$ cat src/rtl/din_debounce_if.sv
// Signal bundle between the debouncer and its consumer.
// The slave side is the debouncer; the master side drives the raw input and the controls.
interface din_debounce_if #(
    parameter int GLITCH_W = 8
);
    logic                din;
    logic                en;
    logic                glitch_clr;
    logic                dout;
    logic                rise_pulse;
    logic                fall_pulse;
    logic                busy;
    logic [GLITCH_W-1:0] glitch_cnt;

    modport master (
        output din, en, glitch_clr,
        input  dout, rise_pulse, fall_pulse, busy, glitch_cnt
    );

    modport slave (
        input  din, en, glitch_clr,
        output dout, rise_pulse, fall_pulse, busy, glitch_cnt
    );
endinterface

$ cat src/rtl/din_debounce.sv
// Synchronises and debounces an asynchronous input, with edge pulses,
// a qualify-in-progress flag and a saturating count of aborted transitions.
module din_debounce #(
    parameter int   SYNC_STAGES   = 2,
    parameter int   STABLE_CYCLES = 16,
    parameter int   GLITCH_W      = 8,
    parameter logic RESET_VAL     = 1'b0
) (
    input  logic           clk,
    input  logic           reset_n,
    din_debounce_if.slave  bus
);
    localparam int CNT_W = $clog2(STABLE_CYCLES + 1);
    // Counter value on the edge that completes the qualification.
    localparam logic [CNT_W-1:0] LAST = CNT_W'(STABLE_CYCLES - 1);

    typedef enum logic {STABLE, QUALIFY} state_t;

    logic [SYNC_STAGES-1:0] sync_q;
    logic                   s;
    state_t                 state_q, state_n;
    logic [CNT_W-1:0]       cnt_q, cnt_n;
    logic                   dout_q, dout_n;
    logic                   rise_q, rise_n;
    logic                   fall_q, fall_n;
    logic                   busy_q;
    logic                   glitch;
    logic [GLITCH_W-1:0]    glitch_q, glitch_n;

    assign s = sync_q[SYNC_STAGES-1];

    // The synchroniser runs regardless of en so it never holds stale data.
    always_ff @(posedge clk or negedge reset_n) begin
        if (!reset_n) sync_q <= {SYNC_STAGES{RESET_VAL}};
        else          sync_q <= {sync_q[SYNC_STAGES-2:0], bus.din};
    end

    always_comb begin
        state_n = state_q;
        cnt_n   = cnt_q;
        dout_n  = dout_q;
        rise_n  = 1'b0;
        fall_n  = 1'b0;
        glitch  = 1'b0;
        if (bus.en) begin
            case (state_q)
                STABLE: begin
                    if (s != dout_q) begin
                        if (STABLE_CYCLES == 1) begin
                            dout_n = s;
                            rise_n = s;
                            fall_n = ~s;
                        end else begin
                            state_n = QUALIFY;
                            cnt_n   = CNT_W'(1);
                        end
                    end
                end
                QUALIFY: begin
                    if (s != dout_q) begin
                        if (cnt_q == LAST) begin
                            dout_n  = s;
                            cnt_n   = '0;
                            state_n = STABLE;
                            rise_n  = s;
                            fall_n  = ~s;
                        end else begin
                            cnt_n = cnt_q + CNT_W'(1);
                        end
                    end else begin
                        cnt_n   = '0;
                        state_n = STABLE;
                        glitch  = 1'b1;
                    end
                end
                default: begin
                    state_n = STABLE;
                    cnt_n   = '0;
                end
            endcase
        end
    end

    // Clear wins over a same-cycle glitch so software sees a clean zero.
    always_comb begin
        glitch_n = glitch_q;
        if (bus.glitch_clr)                 glitch_n = '0;
        else if (glitch && (glitch_q != '1)) glitch_n = glitch_q + GLITCH_W'(1);
    end

    always_ff @(posedge clk or negedge reset_n) begin
        if (!reset_n) begin
            state_q  <= STABLE;
            cnt_q    <= '0;
            dout_q   <= RESET_VAL;
            rise_q   <= 1'b0;
            fall_q   <= 1'b0;
            busy_q   <= 1'b0;
            glitch_q <= '0;
        end else begin
            state_q  <= state_n;
            cnt_q    <= cnt_n;
            dout_q   <= dout_n;
            rise_q   <= rise_n;
            fall_q   <= fall_n;
            busy_q   <= (state_n == QUALIFY);
            glitch_q <= glitch_n;
        end
    end

    assign bus.dout       = dout_q;
    assign bus.rise_pulse = rise_q;
    assign bus.fall_pulse = fall_q;
    assign bus.busy       = busy_q;
    assign bus.glitch_cnt = glitch_q;
endmodule

$ cat src/flat_wrapper.sv
// flat-port wrapper written by rule: the top's interface ports become plain ports
module din_debounce_flat 
#(
    parameter int   SYNC_STAGES   = 2,
    parameter int   STABLE_CYCLES = 16,
    parameter int   GLITCH_W      = 8,
    parameter logic RESET_VAL     = 1'b0
)
  (clk, reset_n, bus_din, bus_en, bus_glitch_clr, bus_dout, bus_rise_pulse, bus_fall_pulse, bus_busy, bus_glitch_cnt);
  din_debounce_if #(.GLITCH_W(GLITCH_W)) bus_i ();
  input  logic clk;
  input  logic reset_n;
  input wire logic [$bits(bus_i.din)-1:0] bus_din;
  input wire logic [$bits(bus_i.en)-1:0] bus_en;
  input wire logic [$bits(bus_i.glitch_clr)-1:0] bus_glitch_clr;
  output wire logic [$bits(bus_i.dout)-1:0] bus_dout;
  output wire logic [$bits(bus_i.rise_pulse)-1:0] bus_rise_pulse;
  output wire logic [$bits(bus_i.fall_pulse)-1:0] bus_fall_pulse;
  output wire logic [$bits(bus_i.busy)-1:0] bus_busy;
  output wire logic [$bits(bus_i.glitch_cnt)-1:0] bus_glitch_cnt;
  assign bus_i.din = bus_din;
  assign bus_i.en = bus_en;
  assign bus_i.glitch_clr = bus_glitch_clr;
  assign bus_dout = bus_i.dout;
  assign bus_rise_pulse = bus_i.rise_pulse;
  assign bus_fall_pulse = bus_i.fall_pulse;
  assign bus_busy = bus_i.busy;
  assign bus_glitch_cnt = bus_i.glitch_cnt;
  din_debounce #(.SYNC_STAGES(SYNC_STAGES), .STABLE_CYCLES(STABLE_CYCLES), .GLITCH_W(GLITCH_W), .RESET_VAL(RESET_VAL)) u_core (.clk(clk), .reset_n(reset_n), .bus(bus_i));
endmodule
$ cat config.mk
export PLATFORM = sky130hd
export DESIGN_NAME = din_debounce_flat
export DESIGN_NICKNAME = d
export VERILOG_FILES = /design/src/rtl/din_debounce_if.sv /design/src/rtl/din_debounce.sv /design/src/flat_wrapper.sv
export SDC_FILE = /design/constraint.sdc
export NUM_CORES = 1
export LEC_CHECK = 0
export CAP_MARGIN = 20
export CORE_MARGIN = 2
export CORE_UTILIZATION = 32
export DETAILED_ROUTE_END_ITERATION = 12
export GPL_ROUTABILITY_DRIVEN = 0
export GPL_TIMING_DRIVEN = 0
export SETUP_SLACK_MARGIN = 0.5
export SYNTH_ARGS = -nofsm -noshare
export SYNTH_HDL_FRONTEND = slang
export SYNTH_SLANG_ARGS = --single-unit
$ cat constraint.sdc
create_clock -name clk -period 4.5 [get_ports clk]
set_input_delay 1.125 -clock clk [delete_from_list [all_inputs] [get_ports clk]]
set_output_delay 1.125 -clock clk [all_outputs]
set_load 0.05 [all_outputs]
## After elaboration in Yosys (flattened, before gate mapping)

Cells that the tools add are included.

- Bits in registers: 19
- Bits in latches: 0
- Memory bits (writable): 0
- Bits in read-only memories: 0
- Output and inout port bits: 12
- Word-level logic and storage cells: 40
- Memories kept: 0

- Add/sub/neg operators: 2
- Multiply operators: 0
- Divide/modulo/power cells: 0
- Order comparisons: 0
- Equal/unequal tests: 4
- Shifts and indexed selects: 0
- Mux-type cells: 21
- Bitwise gates (word level): 2
- Reductions and logical operators: 4

Operators with widths:

| operator | count |
|---|---|
| $mux 8 | 2 |
| $mux 5 | 3 |
| $mux 1 | 14 |
| $pmux 5 s2 | 1 |
| $add 8x1->8 const B | 1 |
| $ne 8x8->1 const B | 1 |
| $add 5x1->5 const B | 1 |
| $eq 5x4->1 const B | 1 |
| $reduce_and 4->1 | 1 |
| $ne 2x1->1 const B | 1 |
| $not 1->1 | 2 |
| $pmux 1 s2 | 1 |
| $reduce_and 2->1 | 1 |
| $reduce_bool 2->1 | 1 |
| $logic_and 1x1->1 | 1 |
| $ne 1x1->1 | 1 |

## Depth between registers and ports, before layout

Gate-level depths: netlist of the first run.

- Depth in word-level cells: 7
- Mapped depth: 6

## Worst setup path before layout of the first run

Ideal clock, no wire load.

- Path kind: input to register
- Start: input bus_en
- End: register u_core.glitch_q[2] (netlist: u_core.bus.glitch_cnt[2])
- Library setup time: 0.078 ns
- Arrival: 2.054 ns
- Slack: 2.368 ns
- Stages: 5
- Cell sequence: buf_2 o2111ai_2 buf_6 or3_1 a21oi_1

- Word-level cells in the longest chain between the ends: 3

Ends and longest elaborated chain:

| element | RTL line | RTL |
|---|---|---|
| start, declared | flat_wrapper.sv:14 | `input wire logic [$bits(bus_i.en)-1:0] bus_en;` |
| $mux 1 | din_debounce.sv:45 | `if (bus.en) begin` |
| $logic_and 1x1->1 | din_debounce.sv:88 | `else if (glitch && (glitch_q != '1)) glitch_n = glitch_q + GLITCH_W'(1);` |
| $reduce_bool 2->1 (no line) | -- |  |
| end signal, assigned | din_debounce.sv:107 | `glitch_q <= glitch_n;` |
| end, declared | din_debounce.sv:28 | `logic [GLITCH_W-1:0] glitch_q, glitch_n;` |

Every way passes these cells.
A chain may end at the register's enable or synchronous reset.

==> results of run 1 <==
==> power by group <==
part | total, mW | switching, mW | internal (mW) | leakage, nW
clock network | 0.0877 | 0.0532 | 0.0345 | 0.0150
logic | 0.0420 | 0.0240 | 0.0180 | 0.181
registers | 0.190 | 0.0107 | 0.179 | 0.254
==> layer usage <==
| layer | vias to the layer above | wire length (um) |
|---|---|---|
| met5 | - | 0 |
| met4 | 0 | 16 |
| met3 | 2 | 79 |
| met2 | 15 | 872 |
| met1 | 338 | 797 |
| li1 | 350 | - |
==> final timing paths <==
check                                    startpoint                       end  slack (ns)
min                                u_core.sync_q[0]          u_core.sync_q[1]        0.37
min in group asynchronous                   reset_n  u_core.bus.glitch_cnt[0]        1.30
max in group asynchronous                   reset_n           u_core.cnt_q[3]        2.66
max reg2reg                u_core.bus.glitch_cnt[0]  u_core.bus.glitch_cnt[3]        2.82
max                                  u_core.state_q                  bus_busy        1.74
min reg2reg                        u_core.sync_q[0]          u_core.sync_q[1]        0.37
==> logic make-up (layout without fill, tap and decap cells) <==
kind of cell               after synthesis  after routing
and+or+nand+nor                         29             29
xor gates and xnor gates                 3              3
AOI/OAI and AO/OA                       24             24
DFF                                     19             19
buffers and inverters                    5             23
adders and majority gates                2              2
muxes                                    4              4
==> cell usage in the layout, fill, tap and decap left out, types with 3 or more instances in the layout <==
cell	count
nand2_1	5
or3_1	4
a21oi_1	11
clkbuf_4	3
o31ai_1	3
nand3_1	8
o21ai_1	4
dfrtp_1	19
nor2_1	5
clkdlybuf4s50_1	14
o21ai_0	3
==> final cells by class <==
type,instances,area share
timing repair buffer,14,0.127
buffer,3,0.0181
clock buffer,4,0.0238
sequential,19,0.430
inverter,2,0.00679
tap,31,0.0351
multi-input combinational,62,0.360
==> sequential cells by signal, indices dropped and copies added, names as in the netlist <==
name / cells
u_core.cnt_q: 5
u_core.state_q: 1
u_core.bus.glitch_cnt: 8
u_core.bus.rise_pulse: 1
u_core.bus.dout: 1
u_core.sync_q: 2
u_core.bus.fall_pulse: 1
==> results.json, run 1 <==
{
  "synthMuxAreaShare": 0.0472,
  "synth-xor-area-share": 0.0375,
  "avgSynthCellArea_um2": 10.5,
  "chipWidth_um": 57.1,
  "num-nets-final": 112,
  "worst-path-buf-inv": 1,
  "worst-path-stages": 1,
  "peakVddDrop_mv": 0.205,
  "num-fill-cells": 290,
  "placed_area_mm2": 0.00108,
  "rsz0062_at_grt": "no",
  "busiest_layer": "met2",
  "ys_seq_area_frac": 0.528,
  "arrival_ns": 1.63,
  "required_ns": 3.38,
  "synth_common_cells": "19 x dfrtp_1, 11 x a21oi_1, 8 x nand3_1",
  "clk_latency_ns": 0.30,
  "cp-end-kind": "output pin",
  "synth_most_common_cell": "dfrtp_1",
  "drive_gt1_frac": 0.0769,
  "syn_nets": 93,
  "stdcell_count": 135,
  "critPathMaxFanout": 8,
  "detail-route-antenna-nets": 0,
  "critPathMaxStageDelay_ns": 0.85,
  "grt.total_usage": 0.120,
  "relSlewSlack": 0.428,
  "setup_viol": 0,
  "use_met3": 0.0227,
  "cts_resized": 0,
  "path_clk_slew_ns": 0.12,
  "powerDensity_mw_per_mm2": 289,
  "synth_compound_area_frac": 0.163,
  "drv_cap": 0,
  "multi_input_area_um2": 398,
  "reg2reg_depth": 6,
  "cp_slowest_cell": "clkdlybuf4s50_1",
  "tightest_slew_ns": 0.855,
  "cts_max_level": 1,
  "die_area_mm2": 0.00326,
  "holdBufCountCts": 0,
  "power.leakage_nw": 0.451,
  "ios": 17,
  "firstDrtPassIters": 4,
  "grt_max_degree": 20,
  "ys_seq_elements": 19,
  "hold_path_depth": 0,
  "die_h_um": 57.1,
  "synth-main-ff-cell": "dfrtp_1",
  "syn_inst": 86,
  "port_buffers": 14,
  "synth_top_area_frac": 0.528,
  "grt_pass1_vias": 699,
  "initial_core_util": 0.332,
  "synth_top_area_cell": "dfrtp_1",
  "seq_area_um2": 475,
  "drtIter0Drc": 11,
  "critPathTopFamily": "buffers and inverters",
  "fin_area_mm2": 0.00111,
  "antenna_found_initial": 0,
  "drt-total-wl_um": 1770,
  "finalCritPeriodShare": 0.612,
  "syn2layout_area_growth_pct": 22.8,
  "cp_cell_sequence": "clkdlybuf4s50_1",
  "rows": 19,
  "cts-root-buf": "clkbuf_4",
  "synth_warnings": 0,
  "utilization": 0.408,
  "async_flop_share": 1.00,
  "clock_sinks": 19,
  "hold_viol": 0,
  "dpl.cell_count": 131,
  "grt_overflow": 0,
  "status": "completed",
  "via_per_inst": 5.22,
  "grt_use_met1": 0.154,
  "fin_ws_ns": 1.74,
  "min_period_ns": 2.76,
  "fin_setup_tns_ns": 0,
  "tritoncts": "yes",
  "synth_adder_area_share": 0.0278,
  "synth_top_family_by_area": "simple AND/OR/NAND/NOR gates",
  "p_total_mw": 0.320,
  "synth_simple_gate_area_share": 0.167,
  "clk_path_buf_depth": 2,
  "via_count": 705,
  "route.detailed.drc": 0,
  "cts_made_buffers": 3,
  "pre_cts_ws_ns": 2.07,
  "synth_area_leaders": "dfrtp_1 53%, a21oi_1 6.1%, nand3_1 4.4%",
  "hold_ws_ns": 0.368,
  "grt_pass1_wl_um": 3120,
  "syn_area_um2": 901,
  "cts_setup_buffers": 0,
  "timing.fmax_mhz": 363,
  "critPathKind": "flip-flop to output pin",
  "hpwl_um": 1270,
  "core_mm2": 0.00271,
  "antenna_cells": 0,
  "met2_usage": 0.192,
  "hold_path.class": "flip-flop to flip-flop",
  "fin_skew_ns": 0.0111,
  "synth_edf_count": 0,
  "cp-start-kind": "flip-flop",
  "slew_violations": 0,
  "synth_cell_types": 28,
  "routedWlPerCell_um": 13.1
}
(Power assumes the default switching activity.)
==> run 2: changes to the inputs <==
Clock period 4.5 ns to 2.8 ns, I/O delays scaled along.
==> results.json, run 2 (same netlist as run 1, synthesis figures left out) <==
{
  "status": "completed",
  "drt-total-wl_um": 1790,
  "hold_path.class": "flip-flop to flip-flop",
  "chipWidth_um": 57.1,
  "detail-route-antenna-nets": 0,
  "grt.total_usage": 0.121,
  "cp-end-kind": "output pin",
  "timing.rr.end": "u_core.bus.glitch_cnt[3]",
  "ios": 17,
  "num-nets-final": 112,
  "clkPwrFrac": 0.276,
  "via_per_inst": 5.30,
  "hold_path_depth": 0,
  "reg2reg_from": "u_core.bus.glitch_cnt[0]",
  "combPwrFrac": 0.130,
  "hold_viol": 0,
  "min_period_ns": 2.24,
  "drtIter0Drc": 12,
  "port_buffers": 14,
  "antenna_cells": 0,
  "largest_reg_flops": 8,
  "whs_endpoint": "u_core.sync_q[1]",
  "fin_ws_ns": 0.557,
  "drive_gt1_frac": 0.0769,
  "worst-path-stages": 1,
  "clock_sinks": 19,
  "sequentialPowerShare": 0.594,
  "reg2reg_depth": 6,
  "internal-power_mw": 0.371,
  "required_ns": 2.10,
  "grt_max_degree": 20,
  "syn2layout_area_growth_pct": 23.2,
  "cts-root-buf": "clkbuf_4",
  "drv_cap": 0,
  "via_count": 716,
  "reg2reg_slack_ns": 1.12,
  "critPathMaxFanout": 4,
  "worst-path-buf-inv": 1,
  "cts_setup_buffers": 0,
  "core_mm2": 0.00271,
  "powerDensity_mw_per_mm2": 463,
  "grt_overflow": 0,
  "clk_latency_ns": 0.30,
  "tritoncts": "yes",
  "critPathTopFamily": "buffers and inverters",
  "cp_slowest_cell": "clkdlybuf4s50_1",
  "setup_viol": 0,
  "firstDrtPassIters": 4,
  "finalCritPeriodShare": 0.801,
  "worstHoldStart": "u_core.sync_q[0]",
  "layout_commonest_cell": "dfrtp_1",
  "slew_violations": 0,
  "grt_pass1_vias": 704,
  "rows": 19,
  "critPathMaxStageDelay_ns": 0.82,
  "peakVddDrop_mv": 0.347,
  "cp_cell_sequence": "clkdlybuf4s50_1",
  "final_cell_mix": "19 x dfrtp_1, 11 x a21oi_1, 8 x nand3_1, 8 x clkdlybuf4s50_1",
  "timing.fmax_mhz": 446,
  "routedWlPerCell_um": 13.3,
  "initial_core_util": 0.332,
  "pre_cts_ws_ns": 0.795,
  "hpwl_um": 1270,
  "critPathKind": "flip-flop to output pin",
  "utilization": 0.410,
  "path_clk_slew_ns": 0.12,
  "die_h_um": 57.1,
  "grt_pass1_wl_um": 3130,
  "clk_path_buf_depth": 2,
  "rsz0062_at_grt": "no",
  "fin_skew_ns": 0.0135,
  "route.detailed.drc": 0,
  "tightest_slew_ns": 0.853,
  "netSwitchingPower_mw": 0.142,
  "cts_max_level": 1,
  "relSlewSlack": 0.429,
  "power.leakage_nw": 0.518,
  "fin_setup_tns_ns": 0,
  "cp-start-kind": "flip-flop",
  "p_sw_frac": 0.277,
  "stdcell_count": 135,
  "die_area_mm2": 0.00326,
  "dpl.cell_count": 131,
  "cts_made_buffers": 3,
  "antenna_found_initial": 0,
  "arrival_ns": 1.54
}
run 2: cell types whose count changed in the layout (fill, tap and decap cells not counted), sizes merged:
cell           before  now
dlymetal6s2s        0    3
dlygate4sd2         0    3
clkdlybuf4s50      14    8
run 2: worst max path at each step:
stage	startpoint	to	slack, ns
after global routing	u_core.bus.glitch_cnt[0]	bus_glitch_cnt[0]	0.51
after detailed placement	u_core.state_q	bus_busy	0.79
after CTS	u_core.bus.dout	bus_dout	0.51
after floorplan	u_core.bus.glitch_cnt[0]	u_core.bus.glitch_cnt[2]	0.99
after global placement	u_core.state_q	bus_busy	0.81
final	u_core.bus.glitch_cnt[0]	bus_glitch_cnt[0]	0.56
run 2: layout make-up:
type                    instances  area (um^2)
plain buffers                   3         20.0
clock buffers                   4         26.3
fillers                       294         1600
inverters                       2         7.51
multi-input cells              62          398
flip-flops and latches         19          475
well taps                      31         38.8
repair buffers                 14          144
run 2: power by group through the flow:
stage | clock [mW] | sequential, mW | combinational [mW]
5_1_grt | 0.151 | 0.308 | 0.0747
4_1_cts | 0.144 | 0.306 | 0.0674
2_1_floorplan | 0 | 0.317 | 0.0376
3_3_place_gp | 0 | 0.310 | 0.0663
3_5_place_dp | 0 | 0.311 | 0.0684
6_report | 0.142 | 0.305 | 0.0667
run 2: per-layer routing:
| metal | share of wire | up-vias | wire length, um | global-route usage |
|---|---|---|---|---|
| met4 | 0.0089 | 0 | 16 | 0.0631 |
| met3 | 0.046 | 2 | 83 | 0.0227 |
| li1 | - | 350 | - | - |
| met5 | 0 | - | 0 | 0 |
| met2 | 0.50 | 17 | 891 | 0.195 |
| met1 | 0.45 | 347 | 803 | 0.154 |
run 2: what timing repair did:
item	CTS	global route
gates resized for setup	3	3
pin swaps	0	0
setup endpoints to repair	3	3
hold buffers	0	0
run 2: metrics by stage:
stage               hold WS (ns)  power, mW  area (um^2)
CTS                        0.373      0.517         1100
global placement           0.343      0.377         1080
floorplan                  0.331      0.355          901
finish                     0.368      0.514         1110
global route               0.392      0.534         1110
detailed placement         0.337      0.379         1080
==> patch: new RTL, flow settings as in run 1 <==
Reset style: synchronous (`reset_n`), changed in 2 clocked blocks. Comments in the files are not updated.
--- a/src/rtl/din_debounce.sv
+++ b/src/rtl/din_debounce.sv
@@ -31,5 +31,5 @@
 
     // The synchroniser runs regardless of en so it never holds stale data.
-    always_ff @(posedge clk or negedge reset_n) begin
+    always_ff @(posedge clk) begin
         if (!reset_n) sync_q <= {SYNC_STAGES{RESET_VAL}};
         else          sync_q <= {sync_q[SYNC_STAGES-2:0], bus.din};
@@ -89,5 +89,5 @@
     end
 
-    always_ff @(posedge clk or negedge reset_n) begin
+    always_ff @(posedge clk) begin
         if (!reset_n) begin
             state_q  <= STABLE;
Function: differs if reset_n is asserted again (counterexample within 4 cycles, from zero or initial values and one cycle with reset_n low); with reset_n held inactive, the same outputs for 10 cycles.
==> patch against run 1 <==
Count of clock-buffer cells in the layout unchanged; design area increased by 1.8%; global-route usage up 0.74 points; wire length rose by 1.5%; sequential cell count did not move; via count is 8.5% higher; maximum frequency decreased by 2.7%; synthesized cell count is 14% higher; area after synthesis rose by 1.1%; critical path depth unchanged; setup slack worse by 77 ps; critical path type unchanged; critical endpoint is now bus_dout; highest routed layer unchanged.
Power is not compared: it rests on default switching activity, and its combinational part moved more than twofold at a synthesized area within 25%.
==> patch: results (changes against run 1) <==
setup_path:
  crit_start: "u_core.bus.dout$_SDFFE_PN0P_"  # was u_core.state_q$_DFFE_PN0P_
  cp_data_arrival_time_ps: 1710  # was 1630 ps
  max_stage_delay_ps: 880  # was 850 ps
  rr_startpoint: "u_core.bus.glitch_cnt[0]$_SDFFE_PP0P_"  # was u_core.bus.glitch_cnt[0]$_DFFE_PN0P_
  path_max_fanout: 4  # was 8
  reg2reg_slack_ps: 2990  # was 2820 ps
synth:
  yosys-top-cells-count: "19 x dfxtp_1, 12 x nor2_1, 8 x a21oi_1"  # was 19 x dfrtp_1, 11 x a21oi_1, 8 x nand3_1
  yosysSeqAreaShare_pct: 41.8  # was 52.8%
  synthXorXnorAreaFrac_pct: 6.73  # was 3.75%
  synth_nets: 105  # was 93
  synth_compound_area_share_pct: 16.1  # was 16.3%
  synth_cells: 98  # was 86
  synth-adder-area-share_pct: 2.75  # was 2.78%
  synth.distinct_cells: 35  # was 28
  muxShareOfSynthArea_pct: 6.73  # was 4.72%
  synthTopCellsByArea: "dfxtp_1 42%, mux2i_1 5.5%, nor2_1 4.9%, a21oi_1 4.4%, xnor2_4 3.0%"  # was dfrtp_1 53%, a21oi_1 6.1%, nand3_1 4.4%, ha_1 2.8%, or3_1 2.8%
  synth-async-reset-ratio_pct: 0  # was 100%
sta:
  max_clock_freq_mhz: 353  # was 363 MHz
  worst_slew_pin_slew_ps: 503  # was 855 ps
  whs_ps: 432  # was 368 ps
  finalClockSkew_ps: 8.53  # was 11.1 ps
clock_tree:
  clk_pin_slew_ps: 100  # was 120 ps
  cts_made_buffers: 3  # unchanged
  clk_latency_ps: 310
  cts-root-buf: "clkbuf_4"  # unchanged
routing:
  firstDrtPassIters: 4  # unchanged
  wl_met1_microns: 812  # was 797 microns
  vias: 765  # was 705
  dr_wl_met2_microns: 841  # was 872 microns
  first_iter_violations: 15  # was 11
  wl_per_cell_microns: 12.1  # was 13.1 microns
  wl_met3_microns: 112  # was 79 microns
placed_design:
  port_buffers: 15  # was 14
  dp_slack_ps: 2000  # was 2070 ps
  dp_cells: 144  # was 131
  hpwl_mm: 1.35  # was 1.27 mm
  dpl_cell_area_sq_um: 1100  # was 1080 sq um
finish:
  largest_reg_flops: 8  # unchanged
  final_cells: 148  # was 135
  drive_gt1_share_pct: 8.55  # was 7.69%
  antenna_cells: 0  # unchanged
  finalNetCount: 125  # was 112
  fillers: 282  # was 290
grt:
  grt_usage_pct: 12.7  # was 12.0%
  grt_pass1_wl_mm: 3.20  # was 3.12 mm
  grt_use_met3_pct: 5.22  # was 2.27%
  grt_max_degree: 11  # was 20
  gr-usage-met2_pct: 20.5  # was 19.2%
  grtUsageMet1_pct: 15.6  # was 15.4%
  grt_pass1_vias: 726  # was 699
hold_path:
  hp-start: "u_core.cnt_q[4]$_SDFFE_PN0P_"  # was u_core.sync_q[0]$_DFF_PN0_
outcome:
  status: "finished, final reports clean"  # unchanged
power_and_ir_drop:
  p_int_mw: 0.211
  fin_total_pwr_mw: 0.275
-- patch: changes by cell type after synthesis, moves of 3 or more --
cell / run 1 / this run
nor2_1: 5 / 12
nand3_1: 8 / 5
a21oi_1: 11 / 8
o21ai_1: 4 / 1
mux2i_1: 2 / 5
dfrtp_1: 19 / 0
dfxtp_1: 0 / 19
-- patch: final timing paths --
kind	endpoint	cells after the start
worst max-delay path	bus_dout	1
worst min-delay path	u_core.cnt_q[4]$_SDFFE_PN0P_	2
worst max register to register	u_core.bus.glitch_cnt[1]$_SDFFE_PP0P_	5
worst min register to register	u_core.cnt_q[4]$_SDFFE_PN0P_	2
-- patch: layout make-up --
type	count	area (sq um)	area share [%]
Inverter	3	11.3	1.00
Multi-Input combinational cell	73	505	44.9
Timing Repair Buffer	15	150	13.3
Clock buffer	4	26.3	2.33
Sequential cell	19	380	33.8
Tap cell	31	38.8	3.44
Buffer	3	13.8	1.22
